[config.mk]
export PLATFORM = sky130hd
export DESIGN_NAME = i2s_receiver_flat
export DESIGN_NICKNAME = d
export VERILOG_FILES = /design/src/rtl/i2s_receiver_if.sv /design/src/rtl/i2s_receiver.sv /design/src/flat_wrapper.sv
export SDC_FILE = /design/constraint.sdc
export NUM_CORES = 1
export LEC_CHECK = 0
export BUFFER_PORTS_ARGS = -buffer_cell sky130_fd_sc_hd__buf_4
export CORE_ASPECT_RATIO = 2
export CORE_MARGIN = 3
export CORE_UTILIZATION = 55
export DETAILED_ROUTE_END_ITERATION = 10
export PLACE_DENSITY_LB_ADDON = 0.15
export SYNTH_ARGS = -nofsm -noshare
export SYNTH_HDL_FRONTEND = slang
export SYNTH_SLANG_ARGS = --single-unit
[constraint.sdc]
create_clock -name clk -period 5.9 [get_ports clk]
set_input_delay 0.295 -clock clk [delete_from_list [all_inputs] [get_ports clk]]
set_output_delay 0.295 -clock clk [all_outputs]
set_load 0.01 [all_outputs]
[src/rtl/i2s_receiver_if.sv]
// Frame hand-off port of the I2S receiver: held left/right samples with a valid/ready handshake.
interface i2s_receiver_if #(
  parameter int unsigned DATA_WIDTH = 16
);
  logic [DATA_WIDTH-1:0] left_o;
  logic [DATA_WIDTH-1:0] right_o;
  logic                  frame_valid;
  logic                  frame_ready;

  modport master (output left_o, output right_o, output frame_valid, input frame_ready);
  modport slave  (input left_o, input right_o, input frame_valid, output frame_ready);
endinterface

[src/rtl/i2s_receiver.sv]
// I2S slave receiver: oversamples BCK/LRCK/DIN on clk, de-serialises stereo words
// (MSB first, one-BCK delay) and offers complete frames through a one-frame holding register.
module i2s_receiver #(
  parameter int unsigned DATA_WIDTH = 16,
  parameter int unsigned SLOT_MAX   = 32
) (
  input  logic           clk,
  input  logic           rst_n,
  input  logic           i2s_bck,
  input  logic           i2s_lrck,
  input  logic           i2s_din,
  i2s_receiver_if.master frame,
  output logic           overrun,
  output logic           sync_err,
  output logic           locked
);

  localparam int unsigned CNT_W = $clog2(SLOT_MAX + 1);

  typedef enum logic [1:0] {
    UNLOCKED = 2'd0,
    WAIT_R   = 2'd1,
    WAIT_F   = 2'd2
  } state_t;

  logic [2:0]            bck_sync;
  logic [1:0]            lrck_sync;
  logic [1:0]            din_sync;
  logic                  lrck_prev, lrck_prev_n;
  logic [CNT_W-1:0]      cnt, cnt_n;
  logic [DATA_WIDTH-1:0] sh, sh_n;
  logic [DATA_WIDTH-1:0] left_buf, left_buf_n;
  logic [DATA_WIDTH-1:0] left_q, left_n;
  logic [DATA_WIDTH-1:0] right_q, right_n;
  logic                  valid_q, valid_n;
  logic                  overrun_n, sync_err_n, locked_n;
  state_t                state, state_n;

  logic                  strobe_c, boundary_c, complete_c;
  logic [DATA_WIDTH-1:0] sh_wr_c;
  logic [CNT_W-1:0]      cnt_inc_c;

  assign frame.left_o      = left_q;
  assign frame.right_o     = right_q;
  assign frame.frame_valid = valid_q;

  // Next-state and output decode; capture only acts on the BCK rising-edge strobe.
  always_comb begin
    lrck_prev_n = lrck_prev;
    cnt_n       = cnt;
    sh_n        = sh;
    left_buf_n  = left_buf;
    left_n      = left_q;
    right_n     = right_q;
    valid_n     = valid_q;
    overrun_n   = 1'b0;
    sync_err_n  = 1'b0;
    state_n     = state;
    complete_c  = 1'b0;

    strobe_c   = bck_sync[1] & ~bck_sync[2];
    boundary_c = strobe_c & (lrck_sync[1] != lrck_prev);
    cnt_inc_c  = (cnt == CNT_W'(SLOT_MAX)) ? cnt : cnt + CNT_W'(1);

    // Bits beyond DATA_WIDTH fall through without matching any position.
    sh_wr_c = sh;
    for (int unsigned i = 0; i < DATA_WIDTH; i++) begin
      if (cnt == CNT_W'(DATA_WIDTH - 1 - i)) sh_wr_c[i] = din_sync[1];
    end

    if (strobe_c) begin
      lrck_prev_n = lrck_sync[1];
      if (!boundary_c) begin
        sh_n  = sh_wr_c;
        cnt_n = cnt_inc_c;
        if (cnt_inc_c == CNT_W'(SLOT_MAX)) begin
          sync_err_n = 1'b1;
          state_n    = UNLOCKED;
          cnt_n      = '0;
          sh_n       = '0;
        end
      end else begin
        // The boundary strobe carries the LSB slot of the word that is ending.
        sh_n  = '0;
        cnt_n = '0;
        case (state)
          UNLOCKED: if (!lrck_sync[1]) state_n = WAIT_R;
          WAIT_R: if (lrck_sync[1]) begin
            left_buf_n = sh_wr_c;
            state_n    = WAIT_F;
          end
          WAIT_F: if (!lrck_sync[1]) begin
            complete_c = 1'b1;
            state_n    = WAIT_R;
          end
          default: state_n = UNLOCKED;
        endcase
      end
    end

    if (complete_c && (!valid_q || frame.frame_ready)) begin
      left_n  = left_buf;
      right_n = sh_wr_c;
      valid_n = 1'b1;
    end else if (complete_c) begin
      overrun_n = 1'b1;
    end else if (valid_q && frame.frame_ready) begin
      valid_n = 1'b0;
    end

    locked_n = (state_n != UNLOCKED);
  end

  // State register, synchronisers and registered outputs.
  always_ff @(posedge clk or negedge rst_n) begin
    if (!rst_n) begin
      bck_sync  <= '0;
      lrck_sync <= '0;
      din_sync  <= '0;
      lrck_prev <= 1'b0;
      cnt       <= '0;
      sh        <= '0;
      left_buf  <= '0;
      left_q    <= '0;
      right_q   <= '0;
      valid_q   <= 1'b0;
      overrun   <= 1'b0;
      sync_err  <= 1'b0;
      locked    <= 1'b0;
      state     <= UNLOCKED;
    end else begin
      bck_sync  <= {bck_sync[1:0], i2s_bck};
      lrck_sync <= {lrck_sync[0], i2s_lrck};
      din_sync  <= {din_sync[0], i2s_din};
      lrck_prev <= lrck_prev_n;
      cnt       <= cnt_n;
      sh        <= sh_n;
      left_buf  <= left_buf_n;
      left_q    <= left_n;
      right_q   <= right_n;
      valid_q   <= valid_n;
      overrun   <= overrun_n;
      sync_err  <= sync_err_n;
      locked    <= locked_n;
      state     <= state_n;
    end
  end

endmodule

[src/flat_wrapper.sv]
// flat-port wrapper written by rule: the top's interface ports become plain ports
module i2s_receiver_flat 
#(
  parameter int unsigned DATA_WIDTH = 16,
  parameter int unsigned SLOT_MAX   = 32
)
  (clk, rst_n, i2s_bck, i2s_lrck, i2s_din, overrun, sync_err, locked, frame_left_o, frame_right_o, frame_frame_valid, frame_frame_ready);
  i2s_receiver_if #(.DATA_WIDTH(DATA_WIDTH)) frame_i ();
  input  logic clk;
  input  logic rst_n;
  input  logic i2s_bck;
  input  logic i2s_lrck;
  input  logic i2s_din;
  output logic overrun;
  output logic sync_err;
  output logic locked;
  output wire logic [$bits(frame_i.left_o)-1:0] frame_left_o;
  output wire logic [$bits(frame_i.right_o)-1:0] frame_right_o;
  output wire logic [$bits(frame_i.frame_valid)-1:0] frame_frame_valid;
  input wire logic [$bits(frame_i.frame_ready)-1:0] frame_frame_ready;
  assign frame_left_o = frame_i.left_o;
  assign frame_right_o = frame_i.right_o;
  assign frame_frame_valid = frame_i.frame_valid;
  assign frame_i.frame_ready = frame_frame_ready;
  i2s_receiver #(.DATA_WIDTH(DATA_WIDTH), .SLOT_MAX(SLOT_MAX)) u_core (.clk(clk), .rst_n(rst_n), .i2s_bck(i2s_bck), .i2s_lrck(i2s_lrck), .i2s_din(i2s_din), .frame(frame_i), .overrun(overrun), .sync_err(sync_err), .locked(locked));
endmodule
Word level (Yosys, flattened, before mapping). Cells that the tools add are included.

Flip-flop bits (word level): 84. Input bits: 6.

Add/subtract/negate cells: 1. Eq/ne operators: 21. Mux-type cells: 39. Bitwise gates (word level): 3. Reductions and logical operators: 11.

Operator list (count): equality test 6 x 4 -> 1 bit, second input constant (8); two-way mux 16 bit (2); two-way mux 1 bit (28); equality test 6 x 3 -> 1 bit, second input constant (4); two-way mux 6 bit (3); equality test 6 x 2 -> 1 bit, second input constant (2); equality test 6 bit, second input constant (2); two-way mux 2 bit (5); adder 6 x 1 -> 6 bit, second input constant (1); equality test 6 x 1 -> 1 bit, second input constant (1); zero test 6 bit (1); case mux 2 bit (2 select lines) (1); AND reduction 4 bit (1); nonzero test 2 bit (2); AND 1 bit (2); equality test 2 x 1 -> 1 bit, second input constant (1); equality test 2 bit, second input constant (1); logical AND 1 bit (2); zero test 2 bit (1); != test 2 bit, second input constant (1); AND reduction 2 bit (1); OR reduction 2 bit (1); zero test 1 bit (1); logical OR 1 bit (1); 2 further kinds (2).

Depth between registers and ports, before layout. Gate-level depths: netlist (run 1).

Depth in word-level cells: 8. Mapped depth: 10.

Least setup slack after synthesis (run 1). OpenSTA, ideal clock, no wires.

Path kind: register -> register. Start: register u_core.cnt[0]. End: register u_core.state[0]. Arrival time: 2.204 ns. Path slack: 3.565 ns. Stages on the path, launching flop included: 10. Buffers on the path: 1. Period minus slack after synthesis: 2.335 ns. Cell sequence: dfrtp_1 > inv_1 > ha_1 > nand3b_4 > o31a_1 > o21bai_1 > or4_1 > buf_2 > a2111oi_4 > nor3_1.

Word-level cells in the longest chain between the ends: 6. Elaborated cells between the ends (all ways): 7. Classes of those cells: 1 x add/sub; 2 x eq/ne; 4 x mux.

RTL lines: start, declared (RTL line i2s_receiver.sv:30) `logic [CNT_W-1:0] cnt, cnt_n;`; start signal, assigned (RTL line i2s_receiver.sv:136) `cnt <= cnt_n;`; adder 6 x 1 -> 6 bit / equality test 6 bit (equally long branches) (RTL line i2s_receiver.sv:63) `cnt_inc_c = (cnt == CNT_W'(SLOT_MAX)) ? cnt : cnt + CNT_W'(1);`; two-way mux 6 bit * (RTL line i2s_receiver.sv:63); equality test 6 bit * (RTL line i2s_receiver.sv:76) `if (cnt_inc_c == CNT_W'(SLOT_MAX)) begin`; two-way mux 2 bit * (RTL line i2s_receiver.sv:76); two-way mux 2 bit * (RTL line i2s_receiver.sv:73) `if (!boundary_c) begin`; two-way mux 2 bit * (RTL line i2s_receiver.sv:71) `if (strobe_c) begin`; via u_core.state_n[0] (RTL line i2s_receiver.sv:37) `state_t state, state_n;`; end signal, assigned (RTL line i2s_receiver.sv:145) `state <= state_n;`; end, declared (RTL line i2s_receiver.sv:37).

Mark *: on every way through the listed nets, which the timed path passes. The rest lies on a longest branch. A chain may end at the register's enable or synchronous reset.

Worst setup path after layout (run 1).
Start: register u_core.bck_sync[2]. End: register u_core.left_q[2] (netlist: u_core.frame.left_o[2]).

Word-level cells in the longest chain between the ends: 6.

RTL lines: start, declared (RTL line i2s_receiver.sv:26) `logic [2:0] bck_sync;`; start signal, assigned (RTL line i2s_receiver.sv:132) `bck_sync <= {bck_sync[1:0], i2s_bck};`; inverter 1 bit * (RTL line i2s_receiver.sv:61) `strobe_c = bck_sync[1] & ~bck_sync[2];`; AND 1 bit * (RTL line i2s_receiver.sv:61); AND 1 bit (RTL line i2s_receiver.sv:62) `boundary_c = strobe_c & (lrck_sync[1] != lrck_prev);`; two-way mux 1 bit (RTL line i2s_receiver.sv:73); two-way mux 1 bit * (RTL line i2s_receiver.sv:71); logical AND 1 bit * (RTL line i2s_receiver.sv:101) `if (complete_c && (!valid_q || frame.frame_ready)) begin`; end signal, assigned (RTL line i2s_receiver.sv:139) `left_q <= left_n;`; end, declared (RTL line i2s_receiver.sv:33) `logic [DATA_WIDTH-1:0] left_q, left_n;`.

Mark *: on every way between the ends. The rest lies on a longest branch, timed or not.

==> results of run 1 <==
==> critical path, delay by kind of cell (launching register included) <==
family	cells	cell delay, ps
AND/OR/NAND/NOR	3	2210
flip-flops	1	370
multiplexers	1	560
==> kinds of logic (layout without fill, tap and decap cells) <==
group           count (synthesis)  count (layout)  synth area share (%)
xor+xnor                        4               4                  1.00
compound gates                 65              65                  10.6
fa+ha+maj                       4               4                  1.43
flops                          84              84                  60.0
buf+inv                        23              61                  2.86
mux                            32              32                  9.72
simple gates                  110             110                  14.3
==> cell usage in the layout, fill, tap and decap left out, types with 2 or more instances in the layout <==
cell       netlist  layout
dfrtp_1         84      84
nand2_1         60      60
o21ai_0         52      52
buf_4            2      41
nand3_1         18      17
mux2i_1         16      16
mux2_2          16      16
nor2_1          11      11
clkbuf_16        0       9
nor2b_1          5       5
inv_1            4       4
nor3_1           4       4
nand4_1          4       4
ha_1             4       4
xor2_1           3       3
nand2b_1         3       3
o31a_1           2       2
a21oi_1          2       2
o21ai_1          2       2
clkbuf_8         0       2
clkinv_2         0       2
==> path summary, 6_finish.rpt <==
path / endpoint / start / slack, ps / cells after the start
min in group asynchronous: u_core.bck_sync[0] / rst_n / 120 / 1
hold reg to reg: u_core.lrck_sync[1] / u_core.lrck_sync[0] / 360 / 0
max in group asynchronous: u_core.lrck_sync[1] / rst_n / 5080 / 1
hold / removal: u_core.bck_sync[0] / i2s_bck / 70 / 1
setup reg to reg: u_core.frame.left_o[2] / u_core.bck_sync[2] / 2600 / 4
setup / recovery: u_core.frame.left_o[2] / u_core.bck_sync[2] / 2600 / 4
==> registers in the layout, summed over array words and instances, names as in the netlist <==
register	cells
u_core.bck_sync	3
u_core.cnt	6
u_core.din_sync	2
u_core.frame.frame_valid	1
u_core.frame.left_o	16
u_core.frame.right_o	16
u_core.left_buf	16
u_core.locked	1
u_core.lrck_prev	1
u_core.lrck_sync	2
u_core.overrun	1
u_core.sh	16
u_core.state	2
u_core.sync_err	1
==> power groups by stage <==
stage	combinational, µW	sequential, µW	clock, µW
after floorplan	89.4	647	0
after global placement	131	655	0
after detailed placement	136	656	0
after CTS	138	646	574
after global routing	152	652	600
final	136	646	561
==> per-stage QoR <==
step / hold slack, ps / setup slack (ps) / total power (µW) / instance area (µm²) / cells
after detailed placement: 346 / 2550 / 792 / 3830 / 428
after global routing: 52.9 / 2280 / 1400 / 4140 / 444
after global placement: 333 / 2710 / 786 / 3830 / 428
after floorplan: -0.591 / 3570 / 737 / 3500 / 322
final: 65.2 / 2600 / 1340 / 4140 / 444
after CTS: 52.3 / 2540 / 1360 / 4140 / 444
==> metal layers <==
layer | routed length (µm) | track usage [%]
met2 | 3650 | 33.3
met5 | 0 | 0
met4 | 260 | 14.7
met1 | 2680 | 21.8
met3 | 140 | 2.92
==> final cells by class <==
| type | instances | share of cell area (%) |
|---|---|---|
| timing repair buffer | 41 | 7.44 |
| clock inverter | 4 | 1.15 |
| tap | 84 | 2.54 |
| multi-input combinational | 215 | 31.5 |
| sequential | 84 | 50.8 |
| clock buffer | 12 | 6.20 |
| inverter | 4 | 0.363 |
==> flow_metrics.tcl, run 1 <==
set metrics [dict create \
    status "completed" \
    net-switching-power_uw 329 \
    yosysUniqueCellTypes 34 \
    cts_resized 0 \
    synth_area_leaders "dfrtp_1 60%, o21ai_0 7.4%, nand2_1 6.4%, mux2_2 5.1%, mux2i_1 4.6%" \
    synth_nets 332 \
    core_area_um2 6110 \
    synth_area_um2 3500 \
    sw_frac_of_total_pct 24.5 \
    initial_utilization_pct 57.4 \
    yosys.area.top_type "dfrtp_1" \
    grt_usage_pct 19.6 \
    vias_per_cell 5.46 \
    worstPathCellList "nand2b_1 -> nor3_1 -> nand3_2 -> mux2_2" \
    dp_hpwl_um 4470 \
    final.period_utilization_pct 55.9 \
    drt_iter0_drc 125 \
    worst_setup_path_start_kind "flip-flop" \
    max-slew-margin-rel_pct 30.2 \
    seqPwrFrac_pct 48.1 \
    grt_max_degree 85 \
    endpoint_kind "flip-flop" \
    fin_crit_ps 3300 \
    synthCells 322 \
    yosysWarnings 0 \
    fin_util_pct 67.8 \
    cts_hold_buf 0 \
    timing_max_transition_violations_final 0 \
    die_w_um 62.4 \
    power_density_nw_per_um2 324 \
    slowest_delay_ps 850 \
    clk_pin_slew_ps 60 \
    ctsRootBufferMaster "clkbuf_16" \
    die_area_um2 7420 \
    synth_most_common_cell "dfrtp_1" \
    insertedDiodeCount 0 \
    worst_slew_pin_slew_ps 1050 \
    critical_path_class "reg -> reg" \
    crit_slowest_cell "nand3_2" \
    comb_power_share_pct 10.1 \
    pin_count 42 \
    htree_levels 3 \
    hold_viol_final 0 \
    rows 40 \
    insertion_delay_ps 330 \
    grt_antenna_before_repair 0 \
    cap_violations 0 \
    area_growth_pct 18.2 \
    synthTopCellsByCount "84 x dfrtp_1, 60 x nand2_1, 52 x o21ai_0" \
    firstDrtPassIters 7 \
    final_antenna_net_count 0 \
    gp_congestion 0.848 \
    cp_max_fo 48 \
    synth_ff_type "dfrtp_1" \
    p_int_uw 1010 \
    drcViolationCount 0 \
    synth_edf_count 0 \
    synth-seq-cells 84 \
    die_y_um 119 \
    totalWireLength_um 6740 \
    synthArstFlopShare_pct 100 \
    setup_viol 0 \
    cts_tree "done" \
    p_leak_uw 0.00204 \
    fin_setup_tns_ps 0 \
    io_buffer_count 41 \
    finClkSkew_ps 3.48 \
    ir_drop_mv 0.249 \
    grt_pass1_vias 2428 \
    grt_overflow_total 0 \
    clock-sinks 84 \
    required_ps 6120 \
    fin_nets 365 \
    syn_area_per_cell_um2 10.9 \
    wire_per_inst_um 15.2 \
    synth_top_area_share_pct 60.0 \
    fmax_mhz 303 \
    cts_buffer_depth 2 \
    postCtsSetupBuffers 0 \
    via_count 2425 \
    seq_area_um2 2100 \
    grt_pass1_wl_um 11300 \
    clockPowerShare_pct 41.7 \
    min_path_type "in -> reg" \
    grt_setup_unrepaired "no" \
    fillers 500 \
    drive_gt1_share_pct 21.1 \
    critPathArrivalTime_ps 3510 \
    multi_input_area_um2 1310 \
    numCtsBuffers 9 \
    synth_seq_area_share_pct 60.0 \
]
No activity file was read; power rests on OpenSTA's default activity.
==> run 2, diff against run 1 <==
Settings changed: ABC_AREA set to 1.
Clock period 5.9 ns to 3.1 ns, I/O delays scaled along.
==> flow_metrics.tcl, run 2 <==
set metrics [dict create \
    worstPathCellList "inv_1 -> nor2_4 -> inv_2 -> nor3_2 -> inv_2 -> nor2_4 -> inv_2 -> o21ai_0" \
    grt_setup_unrepaired "no" \
    seqPwrFrac_pct 46.8 \
    setup_viol 0 \
    crit_slowest_cell "inv_2" \
    fin_setup_tns_ps 0 \
    r2r_slack_ps 1250 \
    firstDrtPassIters 4 \
    hold_viol_final 7 \
    die_area_um2 7860 \
    cap_violations 0 \
    final_area_um2 4370 \
    finClkSkew_ps 5.10 \
    yosysWarnings 0 \
    drive_gt1_share_pct 16.9 \
    min_path_type "in -> async" \
    cts_tree "done" \
    clockPowerShare_pct 34.9 \
    io_buffer_count 41 \
    synth_ff_type "dfrtp_1" \
    fin_crit_ps 1850 \
    final.period_utilization_pct 59.7 \
    gp_congestion 0.857 \
    p_int_uw 1990 \
    net-switching-power_uw 790 \
    synth_top_area_share_pct 56.4 \
    via_count 2857 \
    pin_count 42 \
    cts_buffer_depth 2 \
    totalWireLength_um 7610 \
    die_w_um 64.2 \
    clk_pin_slew_ps 60 \
    synth_nets 441 \
    sw_frac_of_total_pct 28.4 \
    synthTopCellsByCount "141 x nand2_1, 84 x dfrtp_1, 56 x inv_1" \
    drt_iter0_drc 221 \
    dp_hpwl_um 5280 \
    placed_area_um2 4070 \
    grt_overflow_total 0 \
    grt_pass1_wl_um 13100 \
    fin_nets 485 \
    synth_area_um2 3730 \
    max-slew-margin-rel_pct 31.5 \
    rows 41 \
    synth_edf_count 0 \
    synthArstFlopShare_pct 100 \
    insertedDiodeCount 0 \
    cp_max_fo 48 \
    ctsRootBufferMaster "clkbuf_16" \
    wire_per_inst_um 13.5 \
    initial_utilization_pct 57.7 \
    yosysUniqueCellTypes 24 \
    cp_top_family "buffers and inverters" \
    synth_seq_area_share_pct 56.4 \
    cpMostUsedCell "inv_2" \
    synth-seq-cells 84 \
    timing.hold.ws_ps -16.6 \
    final_antenna_net_count 0 \
    worst_slew_pin_slew_ps 1030 \
    critical_path_class "reg -> reg" \
    timing_max_transition_violations_final 0 \
    slowest_delay_ps 520 \
    violations "negative hold slack" \
    required_ps 3280 \
    synth_most_common_cell "nand2_1" \
    numCtsBuffers 9 \
    fmax_mhz 540 \
    endpoint_kind "flip-flop" \
    crit_buf_inv 4 \
    clock-sinks 84 \
    yosys.area.top_type "dfrtp_1" \
    ir_drop_mv 0.423 \
    grt_usage_pct 21.9 \
    vias_per_cell 5.06 \
    htree_levels 3 \
    synthCells 431 \
    die_y_um 122 \
    grt_antenna_before_repair 0 \
    comb_power_share_pct 18.4 \
    area_growth_pct 17.3 \
    status "complete, but fails checks" \
    synth_area_leaders "dfrtp_1 56%, nand2_1 14%, inv_1 5.6%, o21ai_0 4.8%, o21a_1 2.4%" \
    final_cell_mix "141 x nand2_1, 84 x dfrtp_1, 56 x inv_1, 44 x buf_4, 36 x o21ai_0" \
    power_density_nw_per_um2 635 \
    worst_setup_path_start_kind "flip-flop" \
    grt_max_degree 85 \
    p_leak_uw 0.00221 \
    grt_pass1_vias 2837 \
    layout_commonest_cell "nand2_1" \
    critPathArrivalTime_ps 2030 \
    drcViolationCount 0 \
    insertion_delay_ps 340 \
    core_area_um2 6460 \
    syn_area_per_cell_um2 8.65 \
]
## run 2: cell count changes after synthesis, moves of 12 or more
cell     delta
o21ai_1    +15
nand2_1    +81
mux2_2     -16
o21ai_0    -16
o21a_1     +12
inv_1      +52
mux2i_1    -16
## run 2: kinds of logic (layout without fill, tap and decap cells)
family | after synthesis | after routing | synth area share [%]
adder cells (fa/ha/maj) | 4 | 4 | 1.34
buffers and inverters | 75 | 123 | 8.59
AND/OR/NAND/NOR | 189 | 189 | 21.5
flip-flops | 84 | 84 | 56.4
AO/OA/AOI/OAI | 79 | 79 | 12.2
## run 2: cell type report
cell class,instances,area (µm²)
Clock buffer,11,243
Sequential cell,84,2100
Timing Repair Buffer,47,360
Clock inverter,4,26.3
Fill cell,566,2090
Inverter,61,229
Multi-Input combinational cell,272,1310
Tap cell,86,108
## run 2: final timing paths
| path | from | depth (start not counted) | to |
|---|---|---|---|
| max in group asynchronous | rst_n | 1 | u_core.frame.right_o[15] |
| hold reg to reg | u_core.bck_sync[0] | 0 | u_core.bck_sync[1] |
| hold / removal | rst_n | 1 | u_core.frame.right_o[8] |
| min in group clk | frame_frame_ready | 4 | u_core.overrun |
| setup / recovery | u_core.bck_sync[1] | 8 | u_core.frame.right_o[9] |
| setup reg to reg | u_core.bck_sync[1] | 8 | u_core.frame.right_o[9] |
## run 2: layer usage
metal / up-vias / part of all wire (%) / track usage (%)
met5: - / 0 / 0
met4: 0 / 2.7 / 12.5
met3: 15 / 3.2 / 3.66
met2: 59 / 54 / 38.8
met1: 1354 / 40 / 24.3
li1: 1429 / - / -
## run 2: power by group through the flow
stage / combinational, µW / clock, µW / sequential (µW)
after floorplan: 266 / 0 / 1340
after global placement: 495 / 0 / 1310
after detailed placement: 512 / 0 / 1320
after CTS: 519 / 983 / 1300
after global routing: 581 / 1040 / 1320
final: 510 / 968 / 1300
## run 2: repair_timing
item / 4_1_cts / 5_1_grt
hold endpoints to repair: 3 / 0
gates resized for setup: 0 / 0
hold buffers: 3 / 0
endpoints found under the setup margin: 0 / 0
buffers inserted: 0 / 0
## run 2: per-stage QoR
step	worst slack (ps)	power, µW	cells	utilization (%)	hold slack [ps]
2_1_floorplan	1520	1610	431	-	-141
3_3_place_gp	1330	1800	547	63.0	265
3_5_place_dp	1280	1830	547	63.0	265
4_1_cts	1220	2800	565	67.7	39.7
5_1_grt	1030	2940	565	67.7	73.2
6_report	1250	2780	565	67.7	-16.6
